### config.mk
export PLATFORM = sky130hd
export DESIGN_NAME = mem_access_ctrl
export DESIGN_NICKNAME = d
export VERILOG_FILES = /design/src/rtl/mem_access_ctrl.sv
export SDC_FILE = /design/constraint.sdc
export NUM_CORES = 1
export LEC_CHECK = 0
export ABC_AREA = 1
export CELL_PAD_IN_SITES_DETAIL_PLACEMENT = 0
export CELL_PAD_IN_SITES_GLOBAL_PLACEMENT = 1
export CORE_AREA = 4 4 131 196
export DETAILED_ROUTE_END_ITERATION = 10
export DIE_AREA = 0 0 135 200
export PLACE_DENSITY_LB_ADDON = 0.05
export SYNTH_ARGS = -nofsm -noshare
export SYNTH_HDL_FRONTEND = slang
export SYNTH_SLANG_ARGS = --single-unit
### constraint.sdc
create_clock -name clk -period 2.65 [get_ports clk]
set_input_delay 0.53 -clock clk [delete_from_list [all_inputs] [get_ports clk]]
set_output_delay 0.53 -clock clk [all_outputs]
set_load 0.05 [all_outputs]
### src/rtl/mem_access_ctrl.sv
`default_nettype none
// ============================================================================
// Module   : mem_access_ctrl
// Purpose  : Load/store sequencer in front of a 1024 x 32 word-only data
//            memory with combinational read. Sub-word stores are performed as
//            read-modify-write; sub-word loads are sign/zero extended.
// Revision : 1.0 - initial release
// ----------------------------------------------------------------------------
// Ports
//   clk, rst  : clock, synchronous active-high reset
//   req       : request strobe, accepted only while ready=1
//   op        : 000 LW 001 LB 010 LBU 011 LH 100 LHU 101 SW 110 SB 111 SH
//   addr      : byte address (only [ADDR_MSB:0] used)
//   wdata     : store data (SB uses [7:0], SH uses [15:0])
//   ready     : high in IDLE
//   done      : one-cycle completion pulse
//   rdata     : load result, held until the next load completes
//   addr_err  : misalignment flag, valid with done
//   dm_addr   : memory word address
//   dm_din    : memory write data (0 when not writing)
//   dm_we     : memory write enable
//   dm_dout   : memory combinational read data
// Build option
//   MISALIGN_TRAP_EN : when defined, misaligned LW/SW/LH/LHU/SH complete in
//                      one cycle with addr_err=1 instead of being aligned.
// ============================================================================
module mem_access_ctrl #(
    parameter int ADDR_LSB = 2,
    parameter int ADDR_MSB = 11
) (
    input  logic                         clk,
    input  logic                         rst,
    input  logic                         req,
    input  logic [2:0]                   op,
    input  logic [31:0]                  addr,
    input  logic [31:0]                  wdata,
    output logic                         ready,
    output logic                         done,
    output logic [31:0]                  rdata,
    output logic                         addr_err,
    output logic [ADDR_MSB-ADDR_LSB:0]   dm_addr,
    output logic [31:0]                  dm_din,
    output logic                         dm_we,
    input  logic [31:0]                  dm_dout
);

    localparam logic [2:0] OP_LW  = 3'b000;
    localparam logic [2:0] OP_LB  = 3'b001;
    localparam logic [2:0] OP_LBU = 3'b010;
    localparam logic [2:0] OP_LH  = 3'b011;
    localparam logic [2:0] OP_LHU = 3'b100;
    localparam logic [2:0] OP_SW  = 3'b101;
    localparam logic [2:0] OP_SB  = 3'b110;
    localparam logic [2:0] OP_SH  = 3'b111;

    typedef enum logic [1:0] {
        S_IDLE   = 2'd0,
        S_ACCESS = 2'd1,
        S_MERGE  = 2'd2,
        S_RESP   = 2'd3
    } state_t;

    state_t              state_q, state_d;
    logic [ADDR_MSB:0]   addr_q,  addr_d;
    logic [2:0]          op_q,    op_d;
    logic [31:0]         wdata_q, wdata_d;
    logic [31:0]         merge_q, merge_d;
    logic [31:0]         rdata_q, rdata_d;

    // Address bits above the memory window are intentionally ignored.
    logic unused_addr_hi;
    assign unused_addr_hi = ^addr[31:ADDR_MSB+1];

    // Lane selection from the latched address (little-endian).
    logic [4:0]  byte_sh;
    logic [4:0]  half_sh;
    logic [31:0] byte_shifted;
    logic [7:0]  byte_lane;
    logic [15:0] half_lane;
    logic [31:0] load_val;
    logic [31:0] merge_val;

    assign byte_sh      = {addr_q[1:0], 3'b000};
    assign half_sh      = {addr_q[1], 4'b0000};
    assign byte_shifted = dm_dout >> byte_sh;
    assign byte_lane    = byte_shifted[7:0];
    assign half_lane    = addr_q[1] ? dm_dout[31:16] : dm_dout[15:0];

    always_comb begin
        load_val = dm_dout;
        case (op_q)
            OP_LB:   load_val = {{24{byte_lane[7]}}, byte_lane};
            OP_LBU:  load_val = {24'h000000, byte_lane};
            OP_LH:   load_val = {{16{half_lane[15]}}, half_lane};
            OP_LHU:  load_val = {16'h0000, half_lane};
            default: load_val = dm_dout;
        endcase
    end

    // Read-modify-write: clear the target lane, then OR in the new data.
    always_comb begin
        if (op_q == OP_SH) begin
            merge_val = (dm_dout & ~(32'h0000_FFFF << half_sh))
                      | ({16'h0000, wdata_q[15:0]} << half_sh);
        end else begin
            merge_val = (dm_dout & ~(32'h0000_00FF << byte_sh))
                      | ({24'h000000, wdata_q[7:0]} << byte_sh);
        end
    end

`ifdef MISALIGN_TRAP_EN
    logic err_q, err_d;

    function automatic logic misaligned(input logic [2:0] o, input logic [1:0] a);
        case (o)
            OP_LH, OP_LHU, OP_SH: return a[0];
            OP_LW, OP_SW:         return (a != 2'b00);
            default:              return 1'b0;
        endcase
    endfunction

    assign addr_err = (state_q == S_RESP) && err_q;
`else
    assign addr_err = 1'b0;
`endif

    always_comb begin
        state_d = state_q;
        addr_d  = addr_q;
        op_d    = op_q;
        wdata_d = wdata_q;
        merge_d = merge_q;
        rdata_d = rdata_q;
`ifdef MISALIGN_TRAP_EN
        err_d   = err_q;
`endif
        ready   = 1'b0;
        done    = 1'b0;
        dm_we   = 1'b0;
        dm_din  = 32'h0;
        case (state_q)
            S_IDLE: begin
                ready = 1'b1;
                if (req) begin
                    addr_d  = addr[ADDR_MSB:0];
                    op_d    = op;
                    wdata_d = wdata;
                    state_d = S_ACCESS;
`ifdef MISALIGN_TRAP_EN
                    err_d = misaligned(op, addr[1:0]);
                    if (err_d) begin
                        state_d = S_RESP;
                        // Loads are opcodes 000..100.
                        if (op <= OP_LHU) rdata_d = 32'h0;
                    end
`endif
                end
            end
            S_ACCESS: begin
                if (op_q <= OP_LHU) begin
                    rdata_d = load_val;
                    state_d = S_RESP;
                end else if (op_q == OP_SW) begin
                    // A reset arriving now must not let the write land.
                    dm_we   = !rst;
                    dm_din  = wdata_q;
                    state_d = S_RESP;
                end else begin
                    merge_d = merge_val;
                    state_d = S_MERGE;
                end
            end
            S_MERGE: begin
                dm_we   = !rst;
                dm_din  = merge_q;
                state_d = S_RESP;
            end
            S_RESP: begin
                done    = 1'b1;
                state_d = S_IDLE;
            end
            default: state_d = S_IDLE;
        endcase
    end

    always_ff @(posedge clk) begin
        if (rst) begin
            state_q <= S_IDLE;
            addr_q  <= '0;
            op_q    <= '0;
            wdata_q <= '0;
            merge_q <= '0;
            rdata_q <= '0;
`ifdef MISALIGN_TRAP_EN
            err_q   <= 1'b0;
`endif
        end else begin
            state_q <= state_d;
            addr_q  <= addr_d;
            op_q    <= op_d;
            wdata_q <= wdata_d;
            merge_q <= merge_d;
            rdata_q <= rdata_d;
`ifdef MISALIGN_TRAP_EN
            err_q   <= err_d;
`endif
        end
    end

    assign rdata   = rdata_q;
    assign dm_addr = addr_q[ADDR_MSB:ADDR_LSB];

endmodule
`default_nettype wire
# Yosys cells after proc, flatten, opt, wreduce, memory -nomap -nowiden
# Cells that the tools add are included.
totals:
  regBits: 113
  latchBits: 0
  rom_bits: 0
  in_bits: 102
  ramBits: 0
  elab_cells: 50
  output_inout_bits: 78
  n_memories: 0
op_classes:
  n_lt_le_gt_ge: 1
  shift: 5
  muxes: 15
  eq_ne: 10
  reduce_logical: 5
  bitwise_logic: 8
  multipliers: 0
  add_sub_neg: 0
  div: 0
op_table:
  columns: ["cell", "n"]
  rows:
  - ["$pmux 32 s4", 1]
  - ["$mux 32", 3]
  - ["$and 32x32->32", 2]
  - ["$not 32->32", 2]
  - ["$or 32x32->32", 2]
  - ["$pmux 32 s2", 1]
  - ["$shl 16x5->32", 1]
  - ["$shl 16x5->32 const A", 1]
  - ["$shl 8x5->32", 1]
  - ["$shl 8x5->32 const A", 1]
  - ["$shr 32x5->8", 1]
  - ["$mux 16", 1]
  - ["$eq 3x3->1 const B", 3]
  - ["$pmux 2 s4", 1]
  - ["$eq 3x2->1 const B", 2]
  - ["$mux 1", 6]
  - ["$eq 2x2->1 const B", 2]
  - ["$reduce_and 2->1", 2]
  - ["$eq 3x1->1 const B", 1]
  - ["$le 3x3->1 const B", 1]
  - ["$reduce_and 3->1", 1]
  - ["$eq 2x1->1 const B", 1]
  - ["$logic_not 2->1", 1]
  - ["$mux 2", 1]
  - ["4 further kinds", 5]

# Logic depth before layout (Yosys ltp)
depth:
  word_depth: 5
  mapped_depth: 10
  mapped_depth_nobuf: 9

# Worst setup path after synthesis
# No wires, ideal clock.
synth_path:
  path_kind: "flip-flop to output port"
  from: "register state_q[1]"
  to: "output port dm_din[0]"
  arrival_ps: 1932
  path_buffers: 1
  required_ps: 2120
  stages_incl_launch_ff: 8
  slack_ps: 188
  cell_sequence: "dfxtp_1 inv_1 ha_1 inv_1 nor2_4 buf_2 nand2_1 a21oi_1"
synth_via:
  elab_chain_cells: 2
synth_rtl:
  columns: ["element", "line_no", "rtl"]
  rows:
  - ["from (decl)", "63", "state_t state_q, state_d;"]
  - ["from (signal assigned)", "198", "state_q <= state_d;"]
  - ["$eq 2x2->1 or $eq 2x1->1 (tied branches)", "141", "case (state_q)"]
  - ["$pmux 32 s2 *", "141", null]
  - ["to (decl)", "42", "output logic [31:0] dm_din,"]
# Every way passes the cells marked *; elsewhere a longest branch is shown, timed or not.

# Worst setup path in the final report
layout_path:
  from: "register op_q[0]"
  to: "output port dm_din[5]"
layout_via:
  elab_chain_cells: 4
layout_rtl:
  columns: ["element", "line_no", "rtl"]
  rows:
  - ["from (decl)", "65", "logic [2:0] op_q, op_d;"]
  - ["from (signal assigned)", "200", "op_q <= op_d;"]
  - ["parallel branches: the longest is 2 deep, another holds $le 3x3->1", null, null]
  - ["$mux 32 *", "160", "if (op_q <= OP_LHU) begin"]
  - ["$pmux 32 s2 *", "141", null]
# Mark *: on every way between the ends.

==> summary.md <==
| Metric | Value |
|---|---|
| # DRC | `0` |
| DR WL met2 | `14.1 mm` |
| Mapped cell area | `6600 µm²` |
| Final worst slack | `18.0 ps` |
| Main area contributors after synthesis | `dfxtp_1, nand2_1, o21ai_0` |
| Clock power frac | `between 20% and 30%` |
| Die height | `200 µm` |
| Final HPWL DP | `19.4 mm` |
| P&R area growth vs syn | `46.2%` |
| Area of the die | `27000 µm²` |
| Hold crit path type | `flip-flop to flip-flop` |
| Net Sw Frac | `45.4%` |
| Unrepaired setup endpoints after global routing | `true` |
| Startpoint Class | `flip-flop` |
| GRT overflow | `0` |
| Initial antenna violation count | `0` |
| Final hold vios | `0` |
| Worst Setup SP | `op_q[0]$_SDFFE_PP0P_` |
| ANT nets after route | `0` |
| H-Tree Depth | `4` |
| Tmin final | `2630 ps` |
| Final Setup Violations | `0` |
| Max Root-Sink Buffers | `2` |
| Worst Skew | `6.59 ps` |
| Count of cell types in the netlist | `31` |
| Seq/Total Area, Yosys | `34.3%` |
| CTS buffer count | `17` |
| Mapped Cells | `1081` |
| DR vias | `between 7000 and 8000` |
| Cell-internal power | `between 4 and 5 mW` |
| Root Buffer | `clkbuf_16` |
| Hold slack | `about 460 ps` |
| Worst reg-to-reg setup slack | `410 ps` |
| Wire length on met1 | `10.8 mm` |
| Area leader, netlist | `dfxtp_1` |
| Die width | `135 µm` |
| Worst r2r path cells | `7` |
| Share of post-route cells with drive strength above 1 | `around 14%` |
| Gate power share | `between 40% and 50%` |
| Max-slew headroom | `58.5%` |
| Crit Reg-Reg Endpoint | `merge_q[23]$_SDFFE_PP0P_` |
| Number of antenna diodes | `0` |
| Initial Util | `27.4%` |
| # IOs | `180` |
| Max cap viols | `0` |
| Commonest non-fill, non-tap cells in the layout | `nand2_1, nor2_1, o21ai_0` |
| CP endpoint | `dm_din[5]` |
| Clock latency on the worst-skew pair | `430 ps` |
| Adder-cell share of the synthesized area | `less than 1%` |
| PwrDens | `931 nW/µm²` |
| Max Used Layer | `met4` |
| Simple-Gate Fraction of Synth Area | `33.9%` |
| Compound-Gate Fraction of Synth Area | `20.1%` |
| Worst-path cell chain | `inv_4 > nor3_2 > buf_4 > inv_4 > nor2_4 > buf_12 > clkbuf_16 > nand2_2 > a21oi_4 > buf_12` |
| Initial drt markers | `377` |
| Tightest Pin Transition | `between 600 and 700 ps` |
| Crit Path Max Fanout | `8` |
| Synth warn | `0` |
| Peak supply drop | `498 µV` |
| CTS clk-pin slew, worst paths | `50 ps` |
| Final nets | `approximately 1300` |
| Pre-CTS setup slack | `~340 ps` |
| XOR/XNOR share of the synthesized area | `0%` |
| Post-synthesis mux area share | `0%` |
| CP max stage cell | `dfxtp_4` |
| All-Layer GR Usage | `19.3%` |
| Final Routed Wirelength | `about 27 mm` |
| Routability congestion estimate | `a little over 0.8` |
| Commonest non-fill, non-tap cell in the layout | `nand2_1` |
| Main combinational cell family by area after synthesis | `simple AND/OR/NAND/NOR gates` |
| Synth top area share | `34.3%` |
| NetSw | `4.08 mW` |
| Rows | `70` |
| Worst Path Arrival | `2100 ps` |
| Post-CTS Hold Buffers | `0` |
| Post-DR vias/cell | `4.64` |
| Reg2Reg Launch Point | `addr_q[1]$_SDFFE_PP0P_` |
| Lkg Pwr | `~4 nW` |
| Final core utilization | `40.1%` |
| Critical Path RT | `2120 ps` |
| Critical Path End Type | `primary output` |
| Seq pwr share | `roughly 28%` |
| # clock sinks | `113` |
| First-pass GRT wire length | `39.8 mm` |
| Metal3 WL | `1.32 mm` |
| # placed instances | `1508` |
| Core box area | `between 20000 and 25000 µm²` |
| Status | `finished clean` |
| Port Buf Inserts | `158` |
| Number of synthesized register bits | `113` |
| Overall power | `8.99 mW` |
| Fin crit share | `99.3%` |
| Final slew viol count | `0` |
| Number of global-route vias before repair | `6820` |
| WS Path Type | `flip-flop to primary output` |
| Slowest stage delay, CP | `between 300 and 400 ps` |
| DR WL/cell | `~17 µm` |
| Fin cells | `1547` |
| Syn Area/Cell | `6.11 µm²` |
| Largest net degree at the start of global routing | `64` |
| Drt pass-1 iters | `4` |
| Syn nets | `approximately 1200` |
| Fmax | `380 MHz` |
| CTS tree | `yes` |
-- worst min path at each step --
stage	startpoint	endpoint	slack, ps	depth (start not counted)
2_1_floorplan	wdata_q[16]$_SDFFE_PP0P_	wdata_q[16]$_SDFFE_PP0P_	460	2
3_3_place_gp	rdata[11]$_SDFFE_PP0P_	rdata[11]$_SDFFE_PP0P_	450	2
3_5_place_dp	rdata[11]$_SDFFE_PP0P_	rdata[11]$_SDFFE_PP0P_	460	2
4_1_cts	rdata[11]$_SDFFE_PP0P_	rdata[11]$_SDFFE_PP0P_	470	2
5_1_grt	rdata[10]$_SDFFE_PP0P_	rdata[10]$_SDFFE_PP0P_	480	2
6_report	rdata[11]$_SDFFE_PP0P_	rdata[11]$_SDFFE_PP0P_	460	2
-- state kept, by name, summed over array words and instances (netlist names) --
register  flops
addr_q       12
merge_q      32
op_q          3
rdata        32
state_q       2
wdata_q      32
-- cells by family after synthesis --
group,Yosys count
AO/OA/AOI/OAI,261
adder cells (fa/ha/maj),4
buffers and inverters,157
flip-flops,113
other,1
AND/OR/NAND/NOR,545
-- what timing repair did --
item | 4_1_cts | 5_1_grt
pin swaps | 1 | 16
buffers inserted | 0 | 3
gates resized for setup | 29 | 37
gates cloned | 0 | 4
endpoints found under the setup margin | 33 | 30
-- power by group through the flow --
stage          combinational [mW]  sequential [mW]  clock (mW)
3_3_place_gp                 4.12             2.50           0
6_report                     4.22             2.48        2.28
2_1_floorplan                2.39             2.97           0
3_5_place_dp                 4.13             2.51           0
5_1_grt                      4.68             2.54        2.42
4_1_cts                      4.21             2.48        2.36
-- worst max-delay path, delay by kind of cell (launching register included) --
kind                   cells  cell delay (ps)
AOI/OAI and AO/OA          1              190
buffers and inverters      6              760
DFF                        1              370
and+or+nand+nor            3              340
-- cells in the mapped netlist (all sizes together) --
library cell,n
o21ai,190
nand3,19
dfxtp,113
nand4,1
clkbuf,35
buf,46
conb,1
o22ai,7
inv,75
clkinv,1
a21oi,64
nand2,271
nand3b,7
ha,4
nor2,213
nor3,34
-- layout make-up --
| cell class | instances | area (µm²) |
|---|---|---|
| Clock inverter | 10 | 110 |
| Clock buffer | 22 | 464 |
| Fill cell | 2681 | 14400 |
| Timing Repair Buffer | 191 | 2290 |
| Inverter | 76 | 293 |
| Sequential cell | 113 | 2270 |
| Multi-Input combinational cell | 811 | 3820 |
| Tap cell | 324 | 405 |
-- routing by layer --
metal	global-route usage (%)	up-vias
met5	0	-
met3	3.94	23
met1	22.8	3267
li1	-	3714
met2	34.9	178
met4	6.61	0
-- metrics by stage --
step	TNS [ps]	area, µm²
after CTS	0	9410
after floorplan	0	6600
after detailed placement	0	8740
after global routing	-1400	9650
final	0	9650
after global placement	0	8740
Power figures use the tool's default switching activity.
